==> src/rtl/gated_alu_bank.sv <==
// gated_alu_bank: a bank of CHANNELS load-enabled arithmetic result registers
// sharing operands d1/d2, each with its own load enable, op select, valid
// pulse and saturating activity counter.
// Optional macro GATED_ALU_BANK_FLAGS_EN adds a per-channel carry/borrow
// output cy, held alongside q and updated only when that channel loads.
module gated_alu_bank #(
    parameter int WIDTH    = 8,
    parameter int CHANNELS = 2,
    parameter int ACT_W    = 16
) (
    input  logic                      clk,
    input  logic                      rst_n,
    input  logic [WIDTH-1:0]          d1,
    input  logic [WIDTH-1:0]          d2,
    input  logic [CHANNELS-1:0]       ld,
    input  logic [2*CHANNELS-1:0]     op,
    input  logic                      clr_cnt,
    output logic [CHANNELS*WIDTH-1:0] q,
    output logic [CHANNELS-1:0]       q_valid,
`ifdef GATED_ALU_BANK_FLAGS_EN
    output logic [CHANNELS-1:0]       cy,
`endif
    output logic [CHANNELS*ACT_W-1:0] act_cnt
);

`ifdef GATED_ALU_BANK_FLAGS_EN
    // One extra result bit carries the add carry-out or the subtract borrow.
    localparam int RES_W = WIDTH + 1;
`else
    localparam int RES_W = WIDTH;
`endif

    localparam logic [ACT_W-1:0] ACT_MAX = {ACT_W{1'b1}};

    logic [WIDTH-1:0] r_q     [CHANNELS];
    logic [ACT_W-1:0] r_cnt   [CHANNELS];
    logic [RES_W-1:0] w_res   [CHANNELS];
    logic             r_valid [CHANNELS];
`ifdef GATED_ALU_BANK_FLAGS_EN
    logic             r_cy    [CHANNELS];
`endif

    for (genvar i = 0; i < CHANNELS; i++) begin : g_ch
        logic [1:0] w_op;
        assign w_op = op[2*i +: 2];

        // Next result for this channel; zero-extended so the top bit is carry/borrow.
        always_comb begin
            w_res[i] = '0;
            case (w_op)
                2'b00:   w_res[i] = RES_W'(d1) + RES_W'(d2);
                2'b01:   w_res[i] = RES_W'(d2) - RES_W'(d1);
                2'b10:   w_res[i] = RES_W'(d1) - RES_W'(d2);
                default: w_res[i] = RES_W'(r_q[i]) + RES_W'(d1);
            endcase
        end

        // Result register: written only under reset or its load enable, so it gates cleanly.
        always_ff @(posedge clk) begin
            if (!rst_n) begin
                r_q[i] <= '0;
            end else if (ld[i]) begin
                r_q[i] <= w_res[i][WIDTH-1:0];
            end
        end

        // Valid pulse follows the load enable by one cycle.
        always_ff @(posedge clk) begin
            if (!rst_n) begin
                r_valid[i] <= 1'b0;
            end else begin
                r_valid[i] <= ld[i];
            end
        end

        // Activity counter: clear beats a coincident load, and it sticks at all-ones.
        always_ff @(posedge clk) begin
            if (!rst_n) begin
                r_cnt[i] <= '0;
            end else if (clr_cnt) begin
                r_cnt[i] <= '0;
            end else if (ld[i] && (r_cnt[i] != ACT_MAX)) begin
                r_cnt[i] <= r_cnt[i] + 1'b1;
            end
        end

`ifdef GATED_ALU_BANK_FLAGS_EN
        // Carry/borrow flag shares the result register's enable.
        always_ff @(posedge clk) begin
            if (!rst_n) begin
                r_cy[i] <= 1'b0;
            end else if (ld[i]) begin
                r_cy[i] <= w_res[i][RES_W-1];
            end
        end

        assign cy[i] = r_cy[i];
`endif

        assign q[i*WIDTH +: WIDTH]       = r_q[i];
        assign act_cnt[i*ACT_W +: ACT_W] = r_cnt[i];
        assign q_valid[i]                = r_valid[i];
    end

endmodule

==> config.mk <==
export PLATFORM = sky130hd
export DESIGN_NAME = gated_alu_bank
export DESIGN_NICKNAME = d
export VERILOG_FILES = /design/src/rtl/gated_alu_bank.sv
export SDC_FILE = /design/constraint.sdc
export NUM_CORES = 1
export LEC_CHECK = 0
export CORE_MARGIN = 2
export CORE_UTILIZATION = 42
export CTS_CLUSTER_SIZE = 10
export DETAILED_ROUTE_END_ITERATION = 10
export GPL_ROUTABILITY_DRIVEN = 0
export PLACE_DENSITY = 0.69
export SYNTH_ARGS = -nofsm -noshare
export SYNTH_HDL_FRONTEND = slang
export SYNTH_SLANG_ARGS = --single-unit
==> constraint.sdc <==
create_clock -name clk -period 3 [get_ports clk]
set_input_delay 0.6 -clock clk [delete_from_list [all_inputs] [get_ports clk]]
set_output_delay 0.6 -clock clk [all_outputs]
set_load 0.1 [all_outputs]
==> impl_metrics.json, run 1 <==
{
  "run_status": "finished, final reports clean",
  "hpwl_mm": 8.99,
  "finalHoldViolCount": 0,
  "critical-path-max-stage-delay_ns": 0.48,
  "fp-row-count": 37,
  "grt_antenna_before_repair": 0,
  "clk_pin_slew_worst_paths_ns": 0.09,
  "synth-edff-count": 48,
  "globalRoute.totalOverflow": 0,
  "combinationalPowerShare_pct": 46.1,
  "cell_count_after_synthesis": 452,
  "timing.critical_path.arrival_ns": 2.92,
  "gr-usage-all-layers_pct": 21.0,
  "insertion_delay_ns": 0.31,
  "ant_nets": 0,
  "avgViaCountPerCell": 5.38,
  "layout.cells.most_common": "sky130_fd_sc_hd__buf_4",
  "antenna_cells": 0,
  "fmaxAchievable_mhz": 349,
  "syn_area_mm2": 0.00436,
  "clock_sink_count": 50,
  "fraction_of_synthesis_flops_using_an_asynchronous_set_or_reset_pin_pct": 0,
  "report.final.slew_viol_count": 0,
  "fin_crit_sh_pct": 95.5,
  "finalNetCount": 634,
  "root_buffer": "sky130_fd_sc_hd__clkbuf_8",
  "grt_pass1_wl_mm": 18.8,
  "ctsHtreeMaxLevel": 2,
  "worstPathCellList": "clkdlybuf4s50_1 > buf_4 > ha_1 > a211oi_1 > o21ai_0 > a2111oi_2 > nor3_1 > mux2i_1 > a21oi_1",
  "switching_component_of_the_power_mw": 1.00,
  "p_int_mw": 1.37,
  "dp_slack_ns": -0.270,
  "power_mw": 2.37,
  "die_width_um": 106,
  "grt_pass1_vias": 3966,
  "die-height_um": 106,
  "synth.lib_cells_used.distinct": 68,
  "crit_path_top_delay_cell": "sky130_fd_sc_hd__clkdlybuf4s50_1",
  "slew-limit-headroom_pct": 58.6,
  "drtIter0Drc": 130,
  "power.share.sequential_pct": 36.8,
  "syn_nets": 521,
  "powerDensity_mw_per_mm2": 430,
  "yosys_warnings": 0,
  "worstMarginPinSlew_ns": 0.617,
  "worst-path-max-fanout": 7,
  "postSynth.topFlopCell": "sky130_fd_sc_hd__edfxtp_1",
  "detail_route.first_pass.iterations": 5,
  "setup_slack_ns": 0.135,
  "fp.coreArea_mm2": 0.0102,
  "max-clock-path-buffers": 2,
  "skew_ns": 0.0124,
  "drt-total-wl_mm": 11.5,
  "yosys_register_bits": 50,
  "cp_data_required_time_ns": 3.05,
  "most-common-layout-cells": "100 x sky130_fd_sc_hd__buf_4, 48 x sky130_fd_sc_hd__edfxtp_1, 46 x sky130_fd_sc_hd__nor2_1, 39 x sky130_fd_sc_hd__ha_1, 32 x sky130_fd_sc_hd__inv_1",
  "layout-drive-gt1-share_pct": 23.9,
  "power.static_leakage_nw": 2.40,
  "ys_seq_area_share_pct": 33.9,
  "placement.io_buffers": 74,
  "p_sw_share_pct": 42.3,
  "cts_made_buffers": 5,
  "fp.dieArea_mm2": 0.0112,
  "finalSetupViolCount": 0,
  "endpoint_kind": "flip-flop",
  "power_frac_clock_pct": 17.1,
  "cts_tree": "done",
  "area_growth_syn_to_layout_pct": 26.3,
  "largest_vdd_supply_drop_uv": 263,
  "wl_per_cell_um": 16.3,
  "io-pin-count": 75,
  "maxCapViolations": 0,
  "hold_path.class": "flip-flop to flip-flop",
  "worst-setup-path-type": "input port to flip-flop",
  "effective_utilization_at_floorplan_pct": 42.9,
  "pin_count_of_the_biggest_net_entering_global_routing": 18,
  "vias": 3778,
  "syn_avg_cell_area_um2": 9.66,
  "timing.setup.tns_ns": 0,
  "drt_drc_violations_left": 0,
  "fin_crit_ns": 2.87,
  "worst_setup_path_start_kind": "input port",
  "ctsHoldBuffers": 0
}
## final timing paths
check / from / to / slack [ns] / depth (start not counted)
hold reg to reg: r_cnt[0][9] / r_cnt[0][9] / 0.65 / 2
setup / recovery: d1[1] / r_q[1][7] / 0.13 / 9
hold / removal: r_cnt[0][9] / r_cnt[0][9] / 0.65 / 2
setup reg to reg: r_q[0][0] / r_q[0][4] / 0.59 / 7
## metal layers
| layer | vias up | GRT usage [%] | routed length (µm) |
|---|---|---|---|
| met5 | - | 0 | 0 |
| met4 | 0 | 9.77 | 378 |
| met3 | 29 | 3.37 | 625 |
| met2 | 133 | 35.2 | 5490 |
| met1 | 1782 | 26.5 | 4960 |
| li1 | 1834 | - | - |
## flip-flops by register name, summed over array words and instances (netlist names)
signal and flops:
r_cnt 32, r_q 16, r_valid 2
## timing repair
action,CTS,global route
endpoints found under the setup margin,0,4
resized for setup,0,4
setup buffers,0,0
## kinds of logic after synthesis
group | share of synthesized area (%)
compound gates | 14.5
mux | 3.44
buf+inv | 5.45
fa+ha+maj | 13.5
simple gates | 18.7
xor+xnor | 10.4
flops | 33.9
## cell type report
cell class              count  area (µm²)
clock buffers               6        72.6
clock inverters             2        13.8
fillers                   941        4670
inverters                  33         124
multi-input cells         351        2660
flip-flops and latches     50        1480
well taps                 136         170
repair buffers            124         993
## synthesized netlist by cell type (3+ instances only)
cell | instances | share of area (%)
sky130_fd_sc_hd__xnor2_1 | 28 | 5.6
sky130_fd_sc_hd__nand2_1 | 23 | 2.0
sky130_fd_sc_hd__nor2_2 | 7 | 1.0
sky130_fd_sc_hd__fa_1 | 5 | 2.3
sky130_fd_sc_hd__nand4_1 | 4 | 0.57
sky130_fd_sc_hd__nor3b_1 | 3 | 0.52
sky130_fd_sc_hd__ha_1 | 39 | 11
sky130_fd_sc_hd__a21oi_2 | 3 | 0.60
sky130_fd_sc_hd__and2_1 | 5 | 0.72
sky130_fd_sc_hd__a211oi_1 | 9 | 1.5
sky130_fd_sc_hd__a21o_1 | 10 | 1.7
sky130_fd_sc_hd__mux4_2 | 4 | 2.1
sky130_fd_sc_hd__buf_4 | 3 | 0.52
sky130_fd_sc_hd__nor2_1 | 46 | 4.0
sky130_fd_sc_hd__nor2b_1 | 9 | 1.3
sky130_fd_sc_hd__a21oi_1 | 19 | 2.2
sky130_fd_sc_hd__mux2i_1 | 6 | 1.4
sky130_fd_sc_hd__nor3_1 | 10 | 1.1
sky130_fd_sc_hd__inv_1 | 32 | 2.8
sky130_fd_sc_hd__clkbuf_1 | 7 | 0.60
sky130_fd_sc_hd__xor2_1 | 24 | 4.8
sky130_fd_sc_hd__buf_2 | 3 | 0.34
sky130_fd_sc_hd__nand3_1 | 15 | 1.7
sky130_fd_sc_hd__a31oi_1 | 3 | 0.43
sky130_fd_sc_hd__o211ai_1 | 3 | 0.52
sky130_fd_sc_hd__o21ai_0 | 16 | 1.8
sky130_fd_sc_hd__o31ai_1 | 3 | 0.52
sky130_fd_sc_hd__and3_1 | 8 | 1.1
sky130_fd_sc_hd__nand2b_1 | 9 | 1.3
sky130_fd_sc_hd__edfxtp_1 | 48 | 33
## power groups by stage
| stage | sequential, mW | combinational (mW) | clock [mW] |
|---|---|---|---|
| after global routing | 0.879 | 1.16 | 0.446 |
| after global placement | 0.885 | 1.06 | 0 |
| final | 0.871 | 1.09 | 0.405 |
| after detailed placement | 0.886 | 1.08 | 0 |
| after floorplan | 1.22 | 0.428 | 0 |
| after CTS | 0.872 | 1.08 | 0.420 |
## critical path: cells and delay by family
| kind | cells | cell delay [ns] |
|---|---|---|
| AO/OA/AOI/OAI | 4 | 1.11 |
| adder cells (fa/ha/maj) | 1 | 0.26 |
| buffers and inverters | 2 | 0.67 |
| multiplexers | 1 | 0.16 |
| AND/OR/NAND/NOR | 1 | 0.12 |
## per-stage QoR
stage	instances	hold WS (ns)	instance area, µm²	utilization [%]
finish	702	0.651	5510	54.1
global route	702	0.690	5510	54.1
CTS	702	0.660	5500	54.0
detailed placement	694	0.628	5410	53.2
global placement	694	0.621	5410	53.2
floorplan	452	0.875	4370	-
Power figures use the tool's default switching activity.
==> run 2, diff against run 1 <==
--- a/config.mk
+++ b/config.mk
@@ -5,7 +5,7 @@
 export SDC_FILE = /design/constraint.sdc
 export NUM_CORES = 1
 export LEC_CHECK = 0
-export CORE_MARGIN = 2
+export CORE_MARGIN = 8
 export CORE_UTILIZATION = 42
 export CTS_CLUSTER_SIZE = 10
 export DETAILED_ROUTE_END_ITERATION = 10
==> run 2 against run 1 <==
Worst hold slack improved by 0.00083 ns. Sequential power barely moved. Sequential share of layout area rose by 0.20 points. Final cell count fell by 0.71%. Via count fell by 1.4%. Non-clock buffer count fell by 4. Flip-flop and latch count did not move. Power fell by 0.95%. Critical path depth did not move. Clock skew fell by 0.0025 ns. Worst setup slack improved by 0.0041 ns. Count of clock-buffer cells in the layout rose by 1.
==> impl_metrics.json, run 2 (synthesis results as in run 1) <==
{
  "finalSetupViolCount": 0,
  "root_buffer": "sky130_fd_sc_hd__clkbuf_8",
  "grt_pass1_vias": 3906,
  "run_status": "finished, final reports clean",
  "antenna_cells": 0,
  "pin_count_of_the_biggest_net_entering_global_routing": 19,
  "largest_registers": "r_cnt x32, r_q x16, r_valid x2",
  "power_mw": 2.35,
  "fp.coreArea_mm2": 0.0102,
  "layout.cells.most_common": "sky130_fd_sc_hd__buf_4",
  "ctsResizeCount": 0,
  "drtIter0Drc": 176,
  "slew-limit-headroom_pct": 56.6,
  "fp.dieArea_mm2": 0.0139,
  "largest_vdd_supply_drop_uv": 423,
  "vias": 3726,
  "fin_worst_hold_slack_ns": 0.652,
  "insertion_delay_ns": 0.31,
  "hold_path_startpoint": "r_cnt[1][0]",
  "worst_setup_path_start_kind": "input port",
  "drt_drc_violations_left": 0,
  "wl_per_cell_um": 16.8,
  "detail_route.first_pass.iterations": 4,
  "gr-usage-all-layers_pct": 16.6,
  "cts_tree": "done",
  "endpoint_kind": "flip-flop",
  "hold_path_end": "r_cnt[1][0]",
  "timing.hold.worst_path_depth": 1,
  "grt_pass1_wl_mm": 19.2,
  "worst-setup-path-type": "input port to flip-flop",
  "hpwl_mm": 9.30,
  "die_width_um": 118,
  "drt-total-wl_mm": 11.7,
  "power.static_leakage_nw": 2.38,
  "placement.io_buffers": 74,
  "number_of_flip_flops_in_the_largest_register": 32,
  "clk_pin_slew_worst_paths_ns": 0.10,
  "skew_ns": 0.00990,
  "ant_nets": 0,
  "fin_crit_sh_pct": 95.4,
  "worst-path-max-fanout": 3,
  "largest_register": "r_cnt",
  "fp-row-count": 37,
  "post-cts-setup-buffers": 0,
  "grt_antenna_before_repair": 0,
  "globalRoute.totalOverflow": 0,
  "timing.critical_path.arrival_ns": 2.93,
  "powerDensity_mw_per_mm2": 429,
  "cts_made_buffers": 5,
  "grt_setup_unrepaired": "no",
  "clock_sink_count": 50,
  "timing.setup.tns_ns": 0,
  "r2r-end": "r_cnt[0][12]",
  "maxCapViolations": 0,
  "ctsHtreeMaxLevel": 2,
  "rr_worst_depth": 5,
  "avgViaCountPerCell": 5.35,
  "hold_path.class": "flip-flop to flip-flop",
  "layout-drive-gt1-share_pct": 23.0,
  "ctsHoldBuffers": 0,
  "max-clock-path-buffers": 2,
  "worst-r2r-setup-slack_ns": 0.63,
  "most-common-layout-cells": "96 x sky130_fd_sc_hd__buf_4, 48 x sky130_fd_sc_hd__edfxtp_1, 46 x sky130_fd_sc_hd__nor2_1, 39 x sky130_fd_sc_hd__ha_1, 32 x sky130_fd_sc_hd__inv_1",
  "regToRegStartpoint": "r_cnt[0][0]",
  "die-height_um": 118,
  "setup.worst_path.start": "d1[1]",
  "worstMarginPinSlew_ns": 0.647,
  "fmaxAchievable_mhz": 350,
  "cp_data_required_time_ns": 3.07,
  "report.final.slew_viol_count": 0,
  "finalNetCount": 630,
  "fin_crit_ns": 2.86,
  "finalHoldViolCount": 0,
  "io-pin-count": 75,
  "area_growth_syn_to_layout_pct": 25.3,
  "effective_utilization_at_floorplan_pct": 42.9
}
[run 2: through the flow]
| stage | instance area [µm²] | setup slack [ns] | util [%] | cells |
|---|---|---|---|---|
| 6_report | 5470 | 0.139 | 53.7 | 697 |
| 3_5_place_dp | 5380 | -0.268 | 52.9 | 690 |
| 5_1_grt | 5470 | 0.0419 | 53.7 | 697 |
| 3_3_place_gp | 5380 | -0.222 | 52.9 | 690 |
| 4_1_cts | 5460 | 0.0671 | 53.6 | 697 |
| 2_1_floorplan | 4370 | 0.141 | - | 452 |
[run 2: where the power goes]
group / leakage [nW] / total (mW) / internal [mW] / switching, mW
Clock: 0.0383 / 0.395 / 0.162 / 0.234
Sequential: 0.553 / 0.870 / 0.821 / 0.0493
Combinational: 1.78 / 1.08 / 0.373 / 0.708
Total: 2.38 / 2.35 / 1.35 / 0.991
[run 2: layout make-up]
cell class | count | area (µm²)
Inverter | 33 | 124
Multi-Input combinational cell | 351 | 2660
Sequential cell | 50 | 1480
Fill cell | 926 | 4710
Timing Repair Buffer | 120 | 963
Clock buffer | 7 | 76.3
Tap cell | 136 | 170
[run 2: critical path, stage by stage]
cell and delay [ns]:
sky130_fd_sc_hd__clkdlybuf4s50_1 0.48, sky130_fd_sc_hd__inv_1 0.07, sky130_fd_sc_hd__ha_1 0.32, sky130_fd_sc_hd__nand2b_1 0.18, sky130_fd_sc_hd__a221o_1 0.36, sky130_fd_sc_hd__a21oi_2 0.20
sky130_fd_sc_hd__nor2_1 0.08, sky130_fd_sc_hd__a221o_1 0.34, sky130_fd_sc_hd__o31a_1 0.30
[run 2: routing by layer]
layer / track usage (%) / wire (µm) / vias up
met5: 0 / 0 / -
met1: 20.2 / 5080 / 1768
met2: 28.7 / 5760 / 116
li1: - / - / 1829
met4: 5.12 / 133 / 0
met3: 3.69 / 711 / 13
[run 2: worst max-delay path by stage]
stage                end  slack (ns)  cells after the start
6_report       r_q[1][5]        0.14                      9
5_1_grt        r_q[1][7]        0.04                      9
2_1_floorplan  r_q[1][4]        0.14                      9
3_3_place_gp   r_q[0][4]       -0.22                     10
4_1_cts        r_q[0][4]        0.07                     10
3_5_place_dp   r_q[0][4]       -0.27                     10
==> run 3, diff against run 2 <==
--- a/config.mk
+++ b/config.mk
@@ -5,12 +5,12 @@
 export SDC_FILE = /design/constraint.sdc
 export NUM_CORES = 1
 export LEC_CHECK = 0
-export CORE_MARGIN = 8
 export CORE_UTILIZATION = 42
 export CTS_CLUSTER_SIZE = 10
 export DETAILED_ROUTE_END_ITERATION = 10
 export GPL_ROUTABILITY_DRIVEN = 0
-export PLACE_DENSITY = 0.69
+export HOLD_SLACK_MARGIN = 0.1
+export PLACE_DENSITY = 0.66
 export SYNTH_ARGS = -nofsm -noshare
 export SYNTH_HDL_FRONTEND = slang
 export SYNTH_SLANG_ARGS = --single-unit
==> run 3 against run 2 <==
Routed wire length is 3.8% lower. Maximum frequency down 0.29%. Worst setup slack lost 0.0085 ns. Final cell count shrank 0.43%. Register-to-register slack about the same. Final area hardly changed. Critical endpoint unchanged.
==> impl_metrics.json, run 3 (synthesis results as in run 1) <==
{
  "run_status": "finished, final reports clean",
  "powerDensity_mw_per_mm2": 429,
  "cp_data_required_time_ns": 3.08,
  "area_growth_syn_to_layout_pct": 25.3,
  "drt_drc_violations_left": 0,
  "worst-path-max-fanout": 9,
  "cts_made_buffers": 5,
  "layout.cells.most_common": "sky130_fd_sc_hd__buf_4",
  "power.static_leakage_nw": 2.37,
  "detail_route.first_pass.iterations": 5,
  "ctsHtreeMaxLevel": 2,
  "clk_pin_slew_worst_paths_ns": 0.10,
  "effective_utilization_at_floorplan_pct": 44.0,
  "largest_registers": "r_cnt x32, r_q x16, r_valid x2",
  "worst_setup_path_start_kind": "input port",
  "vias": 3806,
  "finalSetupViolCount": 0,
  "worst-setup-path-type": "input port to flip-flop",
  "rr_worst_depth": 7,
  "drtIter0Drc": 171,
  "grt_setup_unrepaired": "no",
  "number_of_flip_flops_in_the_largest_register": 32,
  "endpoint_kind": "flip-flop",
  "avgViaCountPerCell": 5.48,
  "fin_crit_sh_pct": 95.6,
  "timing.critical_path.arrival_ns": 2.95,
  "root_buffer": "sky130_fd_sc_hd__clkbuf_8",
  "fin_worst_hold_slack_ns": 0.642,
  "hold_path.class": "flip-flop to flip-flop",
  "register_area_mm2": 0.00148,
  "largest_register": "r_cnt",
  "largest_vdd_supply_drop_uv": 380,
  "fp-row-count": 36,
  "insertion_delay_ns": 0.31,
  "nFillCells": 913,
  "fmaxAchievable_mhz": 349,
  "setup_slack_ns": 0.131,
  "finalNetCount": 629,
  "dp_slack_ns": -0.284,
  "gr-usage-all-layers_pct": 21.0,
  "pin_count_of_the_biggest_net_entering_global_routing": 17,
  "max-clock-path-buffers": 2,
  "placement.io_buffers": 74,
  "fin_crit_ns": 2.87,
  "antenna_cells": 0,
  "fp.coreArea_mm2": 0.00991,
  "skew_ns": 0.00894,
  "timing.hold.worst_path_depth": 2,
  "maxCapViolations": 0,
  "fp.dieArea_mm2": 0.0108,
  "globalRoute.totalOverflow": 0,
  "wl_per_cell_um": 16.2,
  "multi_input_comb_area_mm2": 0.00265,
  "hpwl_mm": 9.00,
  "worstMarginPinSlew_ns": 0.661,
  "drt-total-wl_mm": 11.2,
  "clock_sink_count": 50,
  "grt_antenna_before_repair": 0,
  "most-common-layout-cells": "95 x sky130_fd_sc_hd__buf_4, 48 x sky130_fd_sc_hd__edfxtp_1, 46 x sky130_fd_sc_hd__nor2_1, 39 x sky130_fd_sc_hd__ha_1, 32 x sky130_fd_sc_hd__inv_1",
  "layout-drive-gt1-share_pct": 23.2,
  "die-height_um": 104,
  "ant_nets": 0,
  "finalHoldViolCount": 0,
  "report.final.slew_viol_count": 0,
  "cts_tree": "done",
  "slew-limit-headroom_pct": 55.6,
  "grt_pass1_wl_mm": 18.4,
  "io-pin-count": 75,
  "die_width_um": 104,
  "ctsHoldBuffers": 0,
  "grt_pass1_vias": 3836
}
[run 3: final timing paths]
path	startpoint	endpoint	slack [ns]
setup / recovery	d1[2]	r_q[1][5]	0.13
hold / removal	r_cnt[0][9]	r_cnt[0][9]	0.64
setup reg to reg	r_q[0][0]	r_q[0][4]	0.63
hold reg to reg	r_cnt[0][9]	r_cnt[0][9]	0.64
[run 3: what timing repair did]
item,4_1_cts,5_1_grt
resized for setup,0,2
setup buffers,0,0
setup endpoints to repair,0,3
[run 3: worst max-delay path, stage by stage]
cell,delay (ns)
sky130_fd_sc_hd__clkdlybuf4s50_1,0.49
sky130_fd_sc_hd__inv_1,0.05
sky130_fd_sc_hd__ha_1,0.48
sky130_fd_sc_hd__a221o_1,0.31
sky130_fd_sc_hd__a21oi_2,0.09
sky130_fd_sc_hd__buf_4,0.14
sky130_fd_sc_hd__o2111a_1,0.22
sky130_fd_sc_hd__a221o_1,0.27
sky130_fd_sc_hd__o31a_1,0.30
[run 3: area by class of cell]
| class | instances | area share (%) |
|---|---|---|
| well taps | 133 | 3.04 |
| inverters | 33 | 2.27 |
| multi-input cells | 351 | 48.5 |
| flip-flops and latches | 50 | 27.1 |
| clock inverters | 3 | 0.389 |
| clock buffers | 5 | 1.26 |
| repair buffers | 119 | 17.5 |
[run 3: through the flow]
stage	setup TNS (ns)	area [µm²]	std cells	util, %	power (mW)
2_1_floorplan	0	4370	452	-	1.65
3_3_place_gp	-0.826	5370	686	54.2	1.94
3_5_place_dp	-1.19	5370	686	54.2	1.95
4_1_cts	0	5460	694	55.1	2.36
5_1_grt	0	5470	694	55.2	2.46
6_report	0	5470	694	55.2	2.35
[run 3: metal layers]
layer | track usage (%) | wire, µm
met3 | 3.82 | 573
met2 | 36.6 | 5460
met4 | 8.47 | 297
met1 | 25.6 | 4910
met5 | 0 | 0
[run 3: power by group]
part           total [mW]  internal (mW)  switching, mW
logic                1.07          0.367          0.705
registers           0.871          0.821         0.0505
clock network       0.404          0.164          0.240
